===== config.mk =====
export PLATFORM = sky130hd
export DESIGN_NAME = id_ex_stage
export DESIGN_NICKNAME = d
export VERILOG_FILES = /design/src/rtl/id_ex_stage.sv
export SDC_FILE = /design/constraint.sdc
export NUM_CORES = 1
export LEC_CHECK = 0
export CAP_MARGIN = 20
export CORE_MARGIN = 4
export CORE_UTILIZATION = 40
export CTS_BUF_LIST = sky130_fd_sc_hd__clkbuf_8
export DETAILED_ROUTE_END_ITERATION = 16
export GPL_ROUTABILITY_DRIVEN = 0
export PLACE_DENSITY = 0.9
export SYNTH_ARGS = -nofsm -noshare
export SYNTH_HDL_FRONTEND = slang
export SYNTH_SLANG_ARGS = --single-unit

===== constraint.sdc =====
create_clock -name clk -period 3.2 [get_ports clk]
set_input_delay 0.8 -clock clk [delete_from_list [all_inputs] [get_ports clk]]
set_output_delay 0.8 -clock clk [all_outputs]
set_load 0.02 [all_outputs]

===== src/rtl/id_ex_stage.sv =====
`default_nettype none
// ============================================================================
// Module      : id_ex_stage
// Description : Pipeline register between Decode (ID) and Execute (EX) of the
//               RV32I five-stage core. It captures the decoder control bundle,
//               operands and register indices from ID and presents them,
//               registered, to EX. It inserts bubbles on a branch/jump flush
//               and on a load-use hazard, and holds on an external stall.
// Revision    : 1.0 - initial release
// ----------------------------------------------------------------------------
// Ports
//   clk, rst            core clock, synchronous active-high reset
//   *_in                decoder control bits, ALU class, PC/operands/immediate,
//                       register indices, funct3, funct7 bit 5 from ID
//   flush_in            redirect from EX; kills the instruction entering EX
//   stall_in            external hold; freezes this register
//   *_out               registered copies of every *_in field
//   valid_out           EX slot holds a real instruction
//   hazard_stall_out    combinational; freezes PC and IF/ID for one cycle
// Configuration
//   LOAD_USE_DETECT_EN  when defined, the load-use hazard logic is compiled in.
//                       When undefined, hazard_stall_out is tied low and
//                       bubbles come only from flush_in.
// ============================================================================
module id_ex_stage #(
  parameter int XLEN = 32
) (
  input  logic            clk,
  input  logic            rst,

  input  logic            mem_rd_in,
  input  logic            mem_wr_in,
  input  logic            reg_wr_in,
  input  logic            mux_reg_wr_in,
  input  logic            mux_ula_in,
  input  logic            pc_ula_in,
  input  logic            jump_in,
  input  logic            branch_in,
  input  logic [1:0]      ula_op_in,
  input  logic [XLEN-1:0] pc_in,
  input  logic [XLEN-1:0] rs1_val_in,
  input  logic [XLEN-1:0] rs2_val_in,
  input  logic [XLEN-1:0] imm_in,
  input  logic [4:0]      rs1_in,
  input  logic [4:0]      rs2_in,
  input  logic [4:0]      rd_in,
  input  logic [2:0]      funct3_in,
  input  logic            funct7b5_in,
  input  logic            flush_in,
  input  logic            stall_in,

  output logic            mem_rd_out,
  output logic            mem_wr_out,
  output logic            reg_wr_out,
  output logic            mux_reg_wr_out,
  output logic            mux_ula_out,
  output logic            pc_ula_out,
  output logic            jump_out,
  output logic            branch_out,
  output logic [1:0]      ula_op_out,
  output logic [XLEN-1:0] pc_out,
  output logic [XLEN-1:0] rs1_val_out,
  output logic [XLEN-1:0] rs2_val_out,
  output logic [XLEN-1:0] imm_out,
  output logic [4:0]      rs1_out,
  output logic [4:0]      rs2_out,
  output logic [4:0]      rd_out,
  output logic [2:0]      funct3_out,
  output logic            funct7b5_out,
  output logic            valid_out,
  output logic            hazard_stall_out
);

  // Everything that travels from ID to EX, kept as one packed bundle so that
  // a bubble is simply the all-zero value.
  typedef struct packed {
    logic            mem_rd;
    logic            mem_wr;
    logic            reg_wr;
    logic            mux_reg_wr;
    logic            mux_ula;
    logic            pc_ula;
    logic            jump;
    logic            branch;
    logic [1:0]      ula_op;
    logic [XLEN-1:0] pc;
    logic [XLEN-1:0] rs1_val;
    logic [XLEN-1:0] rs2_val;
    logic [XLEN-1:0] imm;
    logic [4:0]      rs1;
    logic [4:0]      rs2;
    logic [4:0]      rd;
    logic [2:0]      funct3;
    logic            funct7b5;
    logic            valid;
  } id_ex_t;

  localparam id_ex_t BUBBLE = '0;

  id_ex_t stage_q;
  id_ex_t stage_d;
  id_ex_t id_bundle;
  logic   hazard_raw;

  // Incoming instruction from ID; anything captured normally is valid.
  always_comb begin
    id_bundle            = BUBBLE;
    id_bundle.mem_rd     = mem_rd_in;
    id_bundle.mem_wr     = mem_wr_in;
    id_bundle.reg_wr     = reg_wr_in;
    id_bundle.mux_reg_wr = mux_reg_wr_in;
    id_bundle.mux_ula    = mux_ula_in;
    id_bundle.pc_ula     = pc_ula_in;
    id_bundle.jump       = jump_in;
    id_bundle.branch     = branch_in;
    id_bundle.ula_op     = ula_op_in;
    id_bundle.pc         = pc_in;
    id_bundle.rs1_val    = rs1_val_in;
    id_bundle.rs2_val    = rs2_val_in;
    id_bundle.imm        = imm_in;
    id_bundle.rs1        = rs1_in;
    id_bundle.rs2        = rs2_in;
    id_bundle.rd         = rd_in;
    id_bundle.funct3     = funct3_in;
    id_bundle.funct7b5   = funct7b5_in;
    id_bundle.valid      = 1'b1;
  end

`ifdef LOAD_USE_DETECT_EN
  // A load sitting in EX whose destination is read by the instruction in ID.
  // rs2 is compared for every format; an occasional false stall on I/U
  // formats is cheaper than decoding the format here. x0 never hazards.
  always_comb begin
    hazard_raw = stage_q.valid && stage_q.mem_rd && (stage_q.rd != 5'd0) &&
                 ((stage_q.rd == rs1_in) || (stage_q.rd == rs2_in));
  end
`else
  // Load-use pairs are excluded by software scheduling.
  always_comb begin
    hazard_raw = 1'b0;
  end
`endif

  // Flush and hold both outrank the hazard, so it is suppressed under either;
  // a held hazard re-evaluates once stall_in drops.
  always_comb begin
    hazard_stall_out = hazard_raw && !flush_in && !stall_in;
  end

  // Next-state priority below reset: flush > hold > load-use bubble > load.
  always_comb begin
    stage_d = stage_q;
    if (flush_in) begin
      stage_d = BUBBLE;
    end else if (stall_in) begin
      stage_d = stage_q;
    end else if (hazard_raw) begin
      stage_d = BUBBLE;
    end else begin
      stage_d = id_bundle;
    end
  end

  always_ff @(posedge clk) begin
    if (rst) begin
      stage_q <= BUBBLE;
    end else begin
      stage_q <= stage_d;
    end
  end

  always_comb begin
    mem_rd_out     = stage_q.mem_rd;
    mem_wr_out     = stage_q.mem_wr;
    reg_wr_out     = stage_q.reg_wr;
    mux_reg_wr_out = stage_q.mux_reg_wr;
    mux_ula_out    = stage_q.mux_ula;
    pc_ula_out     = stage_q.pc_ula;
    jump_out       = stage_q.jump;
    branch_out     = stage_q.branch;
    ula_op_out     = stage_q.ula_op;
    pc_out         = stage_q.pc;
    rs1_val_out    = stage_q.rs1_val;
    rs2_val_out    = stage_q.rs2_val;
    imm_out        = stage_q.imm;
    rs1_out        = stage_q.rs1;
    rs2_out        = stage_q.rs2;
    rd_out         = stage_q.rd;
    funct3_out     = stage_q.funct3;
    funct7b5_out   = stage_q.funct7b5;
    valid_out      = stage_q.valid;
  end

endmodule
`default_nettype wire

==> key figures <==
Status
  • Status: finished, final reports clean

Pwr
  • Static leakage: 3.865 nW
  • PD cells: 455.4 nW/um^2
  • Worst VDD drop: roughly 0.00032 V

Yosys
  • YS warnings: 0
  • Largest family of logic cells by synthesized area: multiplexers
  • Top post-synthesis cells by area: dfxtp_1 (55%), mux2i_1 (28%), nor2_1 (10%)
  • Net Count, Synth: a little under 700
  • Syn_area_per_cell: approximately 11 um^2
  • Synth top area share: 55.41%
  • Synth Register Bits: roughly 160
  • Mux cell area share after synthesis: 27.53%
  • Area leader, netlist: dfxtp_1
  • Simple-Gate Fraction of Synth Area: between 10% and 20%
  • Synth Instances: between 500 and 600
  • Synth cell types: 11
  • Xor and xnor area share after synthesis: 0%
  • Mapped cell area: 5708 um^2
  • Seq/Total Area, Yosys: roughly 55%
  • Synth Area in Compound Gates: less than 1%
  • Adder-cell share of the synthesized area: 0%

Critical path
  • Critical path peak fanout: 2
  • Critical path startpoint category: flip-flop
  • Kind of critical path: flip-flop to output port
  • Biggest cell delay along the critical path: 630 ps
  • Worst R2R Start: pc_out[24]$_SDFFE_PP0N_
  • Critical Path RT: 2400 ps
  • Critical path launch point: rs1_val_out[11]$_SDFFE_PP0N_
  • Crit-path cells: clkdlybuf4s50_1
  • Critical Path AT: between 1000 and 1500 ps
  • CP Buf/Inv Count: 1
  • Worst Setup End Kind: output port
  • Critical-path top delay cell: clkdlybuf4s50_1
  • Delay-heaviest family, CP: buffers and inverters

Clock network
  • CTS tree: built
  • CTS Buf Count: 17
  • Clk buf depth: 2
  • # clock sinks: 158
  • Hold-fix buffers, CTS: 0
  • Clock Latency Late Sink: approximately 430 ps
  • Number of setup buffers added after CTS: 0
  • # H-tree levels: 4
  • Post-CTS sizing: 0
  • Clk Tree Root Cell: clkbuf_8
  • Worst-path clk slew: 80 ps

Floorplan
  • Die W: roughly 130 um
  • Die footprint: approximately 16000 um^2
  • Initial Util: 40.96%
  • Core area: approximately 14000 um^2
  • Chip height: roughly 130 um
  • Top-level I/O count: 320
  • Site row count: 43

GRT
  • Met3 usage: just under 9%
  • Vias in the first global route: approximately 4800
  • Number of antenna violations at the first check in global routing: 0
  • Grt ovf: 0
  • Largest net degree at the start of global routing: between 80 and 90
  • Grt peak-use layer: met2
  • GRT Resource Usage Total: approximately a fifth
  • Met2 usage: 33.48%
  • First-pass GRT wire length: around 25000 um
  • Met1 Usage GRT: 21.02%

STA
  • Setup Skew: 0 ps
  • Fmax: between 0.4 and 0.5 GHz
  • Final Setup Violations: 0
  • Max Slew Vio Count: 0
  • Unrepaired setup endpoints after global routing: false
  • Worst hold slack: between 400 and 500 ps
  • Post-route clock period utilization: 70.22%
  • Setup TNS: 0 ps
  • Fin. Hold Viols: 0
  • Period minus WS final: 2247 ps

Layout
  • Multi-input gate area: ~2200 um^2
  • Fin nets: 980
  • Fillers: around 1000
  • Share of cells above drive strength 1: about 4.5%
  • ANT cells: 0
  • Reg area: 3163 um^2
  • Non-filler cells, final: 1011
  • Syn-to-layout area delta: 62.23%

Drt
  • Drt first pass iters: 4
  • DRC: 0
  • Drt total wl: 16080 um
  • Antenna Nets Post-Route: 0
  • Wire length per cell: 15.91 um
  • Vias after detailed routing: about 4700
  • DR vias/cell: 4.633
  • 1st-iter DRT viols: ~190

Hold path
  • Min-delay src: valid_out$_SDFFE_PP0N_
  • Tightest Hold Check Type: flip-flop to flip-flop

Placed design
  • Post-DP HPWL: 11980 um
  • Placed cells: 980
  • PortBufs: roughly 320

Job
  • Max-Cap Viols: 0
## cells by family after synthesis
family | count (synthesis)
other | 1
buffers and inverters | 38
AO/OA/AOI/OAI | 1
flip-flops | 158
multiplexers | 157
AND/OR/NAND/NOR | 158
## path summary, 6_finish.rpt
path,end,slack (ps),cells past startpoint
hold / removal,valid_out$_SDFFE_PP0N_,450,2
setup reg to reg,pc_out[24]$_SDFFE_PP0N_,2520,2
setup / recovery,rs1_val_out[11],950,1
hold reg to reg,valid_out$_SDFFE_PP0N_,450,2
## power breakdown
part           switching [mW]  internal (mW)
clock network           0.695          0.803
logic                   0.273          0.383
registers              0.0335           2.03
## cell type report
class                   instances  area share (%)
repair buffers                324           35.44
well taps                     180           2.432
inverters                       1         0.04054
clock inverters                12           1.581
flip-flops and latches        158           34.16
multi-input cells             317           23.52
clock buffers                  19           2.824
## sequential cells by signal, indices dropped and copies added (netlist names)
signal          count
mem_rd_out          1
funct7b5_out        1
mux_ula_out         1
reg_wr_out          1
ula_op_out          2
rd_out              5
jump_out            1
mux_reg_wr_out      1
pc_ula_out          1
rs2_val_out        32
imm_out            32
pc_out             32
valid_out           1
funct3_out          3
rs1_val_out        32
mem_wr_out          1
rs1_out             5
rs2_out             5
branch_out          1
## synth_stat cells
| cell type | count |
|---|---|
| conb_1 | 1 |
| clkbuf_1 | 3 |
| mux2i_1 | 157 |
| buf_6 | 29 |
| nor2_1 | 157 |
| a21oi_1 | 1 |
| buf_4 | 1 |
| or2_1 | 1 |
| inv_1 | 1 |
| dfxtp_1 | 158 |
| buf_2 | 4 |
## metrics by stage
stage	setup WS (ps)	instance area (um^2)	util (%)	power, mW
after detailed placement	1116	8852	63.53	2.766
final	952.9	9260	66.45	4.217
after floorplan	1620	5708	-	2.425
after global routing	885.7	9260	66.45	4.400
after CTS	906.9	9260	66.45	4.273
after global placement	1160	8852	63.53	2.755
## per-layer routing
| layer | vias to the layer above | routed length (um) | part of all wire [%] |
|---|---|---|---|
| li1 | 2294 | - | - |
| met1 | 2151 | 6193 | 39 |
| met2 | 219 | 7936 | 49 |
| met3 | 20 | 1692 | 11 |
| met4 | 0 | 258 | 1.6 |
| met5 | - | 0 | 0 |
## cells in the final DEF (no fill, tap or decap)
cell type	count
clkdlybuf4s50_1	317
mux2i_1	157
clkinv_2	3
or2_4	1
bufinv_16	3
clkinv_4	3
nor2_1	157
inv_1	3
buf_4	2
dfxtp_1	158
clkinvlp_4	1
clkbuf_8	20
buf_12	4
conb_1	1
a21oi_1	1
## worst reg2reg max path, delay by kind of cell (launching register included)
kind	cells	cell delay [ps]
mux	1	180
flops	1	330
simple gates	1	60
(Power assumes the default switching activity.)
